<file path="src/rtl/alu_inst_encoder_if.sv">
// Keypad-to-ALU instruction bus: nibble entry, instruction issue and result handshake.
// The block under the slave modport assembles nibbles into instructions and returns results.
interface alu_inst_encoder_if;
    logic [3:0] nib_in;
    logic       nib_valid;
    logic       nib_ready;
    logic [9:0] inst;
    logic       inst_valid;
    logic [3:0] alu_out;
    logic [3:0] res_data;
    logic       res_valid;
    logic       res_ack;
    logic       op_err;
    logic       mismatch;
    logic [7:0] op_count;

    modport slave (
        input  nib_in, nib_valid, alu_out, res_ack,
        output nib_ready, inst, inst_valid, res_data, res_valid, op_err, mismatch, op_count
    );

    modport master (
        output nib_in, nib_valid, alu_out, res_ack,
        input  nib_ready, inst, inst_valid, res_data, res_valid, op_err, mismatch, op_count
    );
endinterface

</file>
<file path="src/rtl/alu_inst_encoder.sv">
// Collects opcode/A/B nibbles, issues a 10-bit ALU instruction, captures the ALU result
// and cross-checks it against an internal reference before handing it to the consumer.
module alu_inst_encoder #(
    parameter bit CHECK_EN = 1'b1
) (
    input  logic                clk,
    input  logic                reset,
    alu_inst_encoder_if.slave   bus
);

    typedef enum logic [2:0] {
        S_OP    = 3'd0,
        S_A     = 3'd1,
        S_B     = 3'd2,
        S_ISSUE = 3'd3,
        S_CAPT  = 3'd4,
        S_HOLD  = 3'd5
    } state_t;

    state_t     state_r;
    logic [1:0] opcode_r;
    logic [3:0] a_r;
    logic [3:0] b_r;
    logic [3:0] res_data_r;
    logic       nib_ready_r;
    logic       inst_valid_r;
    logic       res_valid_r;
    logic       op_err_r;
    logic       mismatch_r;
    logic [7:0] op_count_r;
    logic       accept_s;
    logic [3:0] expected_s;

    function automatic logic [3:0] alu_ref(input logic [1:0] op, input logic [3:0] a, input logic [3:0] b);
        logic [3:0] r;
        case (op)
            2'b00:   r = a + b;
            2'b01:   r = a - b;
            2'b10:   r = a | b;
            2'b11:   r = ~a + 4'd1;
            default: r = 4'd0;
        endcase
        return r;
    endfunction

    // Handshake qualification and reference result for the current instruction.
    always_comb begin
        accept_s   = bus.nib_valid & nib_ready_r;
        expected_s = alu_ref(opcode_r, a_r, b_r);
    end

    // Instruction-assembly FSM with all outputs registered alongside the state.
    always_ff @(posedge clk or posedge reset) begin
        if (reset) begin
            state_r      <= S_OP;
            opcode_r     <= 2'd0;
            a_r          <= 4'd0;
            b_r          <= 4'd0;
            res_data_r   <= 4'd0;
            nib_ready_r  <= 1'b1;
            inst_valid_r <= 1'b0;
            res_valid_r  <= 1'b0;
            op_err_r     <= 1'b0;
            mismatch_r   <= 1'b0;
            op_count_r   <= 8'd0;
        end else begin
            inst_valid_r <= 1'b0;
            op_err_r     <= 1'b0;
            case (state_r)
                S_OP: begin
                    if (accept_s) begin
                        if (bus.nib_in[3:2] == 2'b00) begin
                            opcode_r <= bus.nib_in[1:0];
                            state_r  <= S_A;
                        end else begin
                            op_err_r <= 1'b1;
                        end
                    end
                end
                S_A: begin
                    if (accept_s) begin
                        a_r     <= bus.nib_in;
                        state_r <= S_B;
                    end
                end
                S_B: begin
                    if (accept_s) begin
                        b_r          <= bus.nib_in;
                        nib_ready_r  <= 1'b0;
                        inst_valid_r <= 1'b1;
                        state_r      <= S_ISSUE;
                    end
                end
                S_ISSUE: begin
                    state_r <= S_CAPT;
                end
                S_CAPT: begin
                    res_data_r  <= bus.alu_out;
                    res_valid_r <= 1'b1;
                    mismatch_r  <= (bus.alu_out != expected_s) && CHECK_EN;
                    state_r     <= S_HOLD;
                end
                S_HOLD: begin
                    if (bus.res_ack) begin
                        res_valid_r <= 1'b0;
                        mismatch_r  <= 1'b0;
                        op_count_r  <= op_count_r + 8'd1;
                        nib_ready_r <= 1'b1;
                        state_r     <= S_OP;
                    end
                end
                default: begin
                    nib_ready_r <= 1'b1;
                    state_r     <= S_OP;
                end
            endcase
        end
    end

    assign bus.nib_ready  = nib_ready_r;
    assign bus.inst       = {opcode_r, a_r, b_r};
    assign bus.inst_valid = inst_valid_r;
    assign bus.res_data   = res_data_r;
    assign bus.res_valid  = res_valid_r;
    assign bus.op_err     = op_err_r;
    assign bus.mismatch   = mismatch_r;
    assign bus.op_count   = op_count_r;

endmodule

</file>
<file path="src/flat_wrapper.sv">
// flat-port wrapper written by rule: the top's interface ports become plain ports
module alu_inst_encoder_flat 
#(
    parameter bit CHECK_EN = 1'b1
)
  (clk, reset, bus_nib_in, bus_nib_valid, bus_alu_out, bus_res_ack, bus_nib_ready, bus_inst, bus_inst_valid, bus_res_data, bus_res_valid, bus_op_err, bus_mismatch, bus_op_count);
  alu_inst_encoder_if bus_i ();
  input  logic clk;
  input  logic reset;
  input wire logic [$bits(bus_i.nib_in)-1:0] bus_nib_in;
  input wire logic [$bits(bus_i.nib_valid)-1:0] bus_nib_valid;
  input wire logic [$bits(bus_i.alu_out)-1:0] bus_alu_out;
  input wire logic [$bits(bus_i.res_ack)-1:0] bus_res_ack;
  output wire logic [$bits(bus_i.nib_ready)-1:0] bus_nib_ready;
  output wire logic [$bits(bus_i.inst)-1:0] bus_inst;
  output wire logic [$bits(bus_i.inst_valid)-1:0] bus_inst_valid;
  output wire logic [$bits(bus_i.res_data)-1:0] bus_res_data;
  output wire logic [$bits(bus_i.res_valid)-1:0] bus_res_valid;
  output wire logic [$bits(bus_i.op_err)-1:0] bus_op_err;
  output wire logic [$bits(bus_i.mismatch)-1:0] bus_mismatch;
  output wire logic [$bits(bus_i.op_count)-1:0] bus_op_count;
  assign bus_i.nib_in = bus_nib_in;
  assign bus_i.nib_valid = bus_nib_valid;
  assign bus_i.alu_out = bus_alu_out;
  assign bus_i.res_ack = bus_res_ack;
  assign bus_nib_ready = bus_i.nib_ready;
  assign bus_inst = bus_i.inst;
  assign bus_inst_valid = bus_i.inst_valid;
  assign bus_res_data = bus_i.res_data;
  assign bus_res_valid = bus_i.res_valid;
  assign bus_op_err = bus_i.op_err;
  assign bus_mismatch = bus_i.mismatch;
  assign bus_op_count = bus_i.op_count;
  alu_inst_encoder #(.CHECK_EN(CHECK_EN)) u_core (.clk(clk), .reset(reset), .bus(bus_i));
endmodule
</file>
<file path="config.mk">
export PLATFORM = sky130hd
export DESIGN_NAME = alu_inst_encoder_flat
export DESIGN_NICKNAME = d
export VERILOG_FILES = /design/src/rtl/alu_inst_encoder_if.sv /design/src/rtl/alu_inst_encoder.sv /design/src/flat_wrapper.sv
export SDC_FILE = /design/constraint.sdc
export NUM_CORES = 1
export LEC_CHECK = 0
export CORE_MARGIN = 3
export CORE_UTILIZATION = 30
export DETAILED_ROUTE_END_ITERATION = 8
export PLACE_DENSITY_LB_ADDON = 0.25
export SYNTH_ARGS = -nofsm -noshare
export SYNTH_HDL_FRONTEND = slang
export SYNTH_SLANG_ARGS = --single-unit
</file>
<file path="constraint.sdc">
create_clock -name clk -period 7.14 [get_ports clk]
set_input_delay 0.714 -clock clk [delete_from_list [all_inputs] [get_ports clk]]
set_output_delay 0.714 -clock clk [all_outputs]
set_load 0.1 [all_outputs]
</file>
==> qor.csv <==
metric;value;unit
Pins Over Slew Limit;0;
Fin. Hold Viols;0;
Int Power;0.000522;W
Synthesized Nets;172;
crit-path max FO;9;
worst flop-to-flop path endpoint;u_core.bus.mismatch;
chip width;79.5;um
IO Pins;39;
post-layout net count;215;
Primary FF master, synth;dfrtp_1;
total wire length;3530;um
slowest cell on the critical path;clkdlybuf4s50_1;
GRT overflow;0;
worst path cell trace;clkdlybuf4s50_1;
delay-heaviest family, CP;buffers and inverters;
Worst Skew;0.00716;ns
final period utilization;38.3;%
number of global-route vias before repair;1303;
CP max stage delay;1.20;ns
placer's final routability congestion estimate;0.882;
Hold Buf Count CTS;0;
Worst-Margin Slew;0.987;ns
EDFF count, synth;0;
hold path depth;1;
Req. time, crit path;6.43;ns
Sink Count;30;
setup repair bufs after CTS;0;
die area;0.00632;mm2
Final setup viols;0;
Syn Area/Cell;10.7;um2
share of layout cells above drive strength 1;13.8;%
number of distinct library cells after synthesis;41;
ant diodes;0;
reg2reg path depth;9;
clock buffer count from CTS;5;
# DRC;0;
worst-case clock buffer depth;2;
CP endpoint kind;output pin;
cells after synthesis;152;
run status;finished, final reports clean;
GR Util All Layers;12.5;%
antenna violations before repair;0;
most common cell after layout, fill and taps aside;clkdlybuf4s50_1;
Setup WS post-layout;4.40;ns
dpl cells;258;
Seq cells post-synth;30;
Setup CP Type;flop to output pin;
hold_ws;0.469;ns
WP data arrival;2.02;ns
# rows;26;
R2R setup slack;4.65;ns
post-DP HPWL;2620;um
CTS tree;built;
slew margin rel.;34.0;%
Core Area;0.00517;mm2
IO buf count;38;
pre-CTS setup slack;4.61;ns
post-cts repair resize count;0;
Leak;0.967;nW
wire per inst;13.3;um
via count;1262;
combinational share of power;53.4;%
Clock Latency Late Sink;0.28;ns
Ys Warns;0;
Initial Util;31.3;%
max frequency;365;MHz
first-pass GRT wire length;6110;um
Area Overhead vs Synth;37.1;%
clock-pin slew on the worst setup and hold paths;0.07;ns
TritonRoute pass-1 iters;4;
Filler cells;502;
commonest cells after routing, fill and taps aside;clkdlybuf4s50_1 (38), dfrtp_1 (29), nand2_1 (14);
sequential fraction of the synthesis area;46.4;%
Seq pwr share;25.6;%
Psw;0.000504;W
Setup crit start kind;flop;
largest net degree at the start of global routing;31;
Hold Startpoint;u_core.bus.op_count[7];
H-Tree Depth;2;
Die H;79.5;um
Max VDD drop;275;uV
PD cells;462;mW/mm2
initial drt markers;37;
crit path time final;2.74;ns
MaxCap Viol Count;0;
Setup TNS Final;0;ns
Clock power frac;21.0;%
CP Buf/Inv Count;1;
Switching Fraction;49.1;%
fin cells;266;
ys async rst share;100;%
RSZ-0062 raised after global routing;no;
vias per inst;4.74;
hold path endpoint;u_core.bus.op_count[7];
worst flop-to-flop path startpoint;u_core.opcode_r[0];
class of the worst hold path;flop to flop;
Syn Std Cell Area;0.00162;mm2
ANT nets after route;0;
root buffer cell;clkbuf_8;
## cells by family (layout without fill, tap and decap cells)
group           count (synthesis)  count (layout)  share of synthesized area (%)
compound gates                 26              26                           11.7
xor+xnor                       15              15                           8.11
fa+ha+maj                       8               8                           6.64
buf+inv                        11              55                           2.86
flops                          30              30                           46.4
mux                            10              10                           6.95
simple gates                   52              52                           17.4
## metrics by stage
stage / instance area, um2 / power, W / util [%]
after global placement: 2080 / 0.000816 / 40.2
final: 2220 / 0.00103 / 43.0
after CTS: 2220 / 0.00103 / 43.0
after floorplan: 1620 / 0.000687 / -
after global routing: 2220 / 0.00108 / 43.0
after detailed placement: 2080 / 0.000815 / 40.2
## synth_stat cells, drive strengths merged (4+ instances only)
| cell | n | share of area (%) |
|---|---|---|
| dfrtp | 29 | 45 |
| nand2 | 14 | 3.2 |
| mux2 | 10 | 6.9 |
| xnor2 | 10 | 5.4 |
| nor2 | 9 | 2.1 |
| inv | 8 | 1.9 |
| ha | 7 | 5.4 |
| nor3 | 6 | 2.2 |
| o21ai | 6 | 1.9 |
| nand4 | 5 | 1.9 |
| xor2 | 5 | 2.7 |
| a21oi | 4 | 1.2 |
| a31oi | 4 | 1.5 |
| and3 | 4 | 1.5 |
| nor2b | 4 | 2.0 |
## metal layers
layer  share of wire [%]  vias to the layer above  wire length (um)  track usage, %
li1                    -                      619                 -               -
met1                  48                      593              1690            16.5
met2                  43                       42              1530            18.5
met3                 6.7                        8               238            3.95
met4                 1.9                        0                66            5.67
met5                   0                        -                 0               0
## area by class of cell
cell class,instances,area (um2),area share [%]
multi-input combinational,111,822,37.0
sequential,30,752,33.8
timing repair buffer,39,388,17.5
tap,70,87.6,3.94
clock buffer,6,82.6,3.72
clock inverter,2,60.1,2.70
inverter,8,30.0,1.35
## power by group through the flow
stage | clock network (W) | registers (W) | logic, W
3_3_place_gp | 0 | 0.000267 | 0.000549
4_1_cts | 0.000219 | 0.000263 | 0.000552
6_report | 0.000215 | 0.000262 | 0.000548
3_5_place_dp | 0 | 0.000266 | 0.000549
5_1_grt | 0.000229 | 0.000272 | 0.000581
2_1_floorplan | 0 | 0.000532 | 0.000155
## sequential cells by signal, summed over array words and instances, names as in the netlist
register               cells
u_core.a_r                 4
u_core.b_r                 4
u_core.bus.inst_valid      1
u_core.bus.mismatch        1
u_core.bus.nib_ready       1
u_core.bus.op_count        8
u_core.bus.op_err          1
u_core.bus.res_data        4
u_core.bus.res_valid       1
u_core.opcode_r            2
u_core.state_r             3
## how the worst max path moves through the flow
stage	end	cells after the start	slack, ns	startpoint
finish	bus_inst[9]	1	4.40	u_core.opcode_r[1]
global route	bus_inst[8]	1	4.34	u_core.opcode_r[0]
CTS	bus_nib_ready	1	4.39	u_core.bus.nib_ready
detailed placement	u_core.a_r[3]	4	4.61	bus_nib_valid
global placement	u_core.a_r[3]	4	4.62	bus_nib_valid
floorplan	u_core.bus.mismatch	10	4.12	u_core.opcode_r[0]
Power figures use the tool's default switching activity.
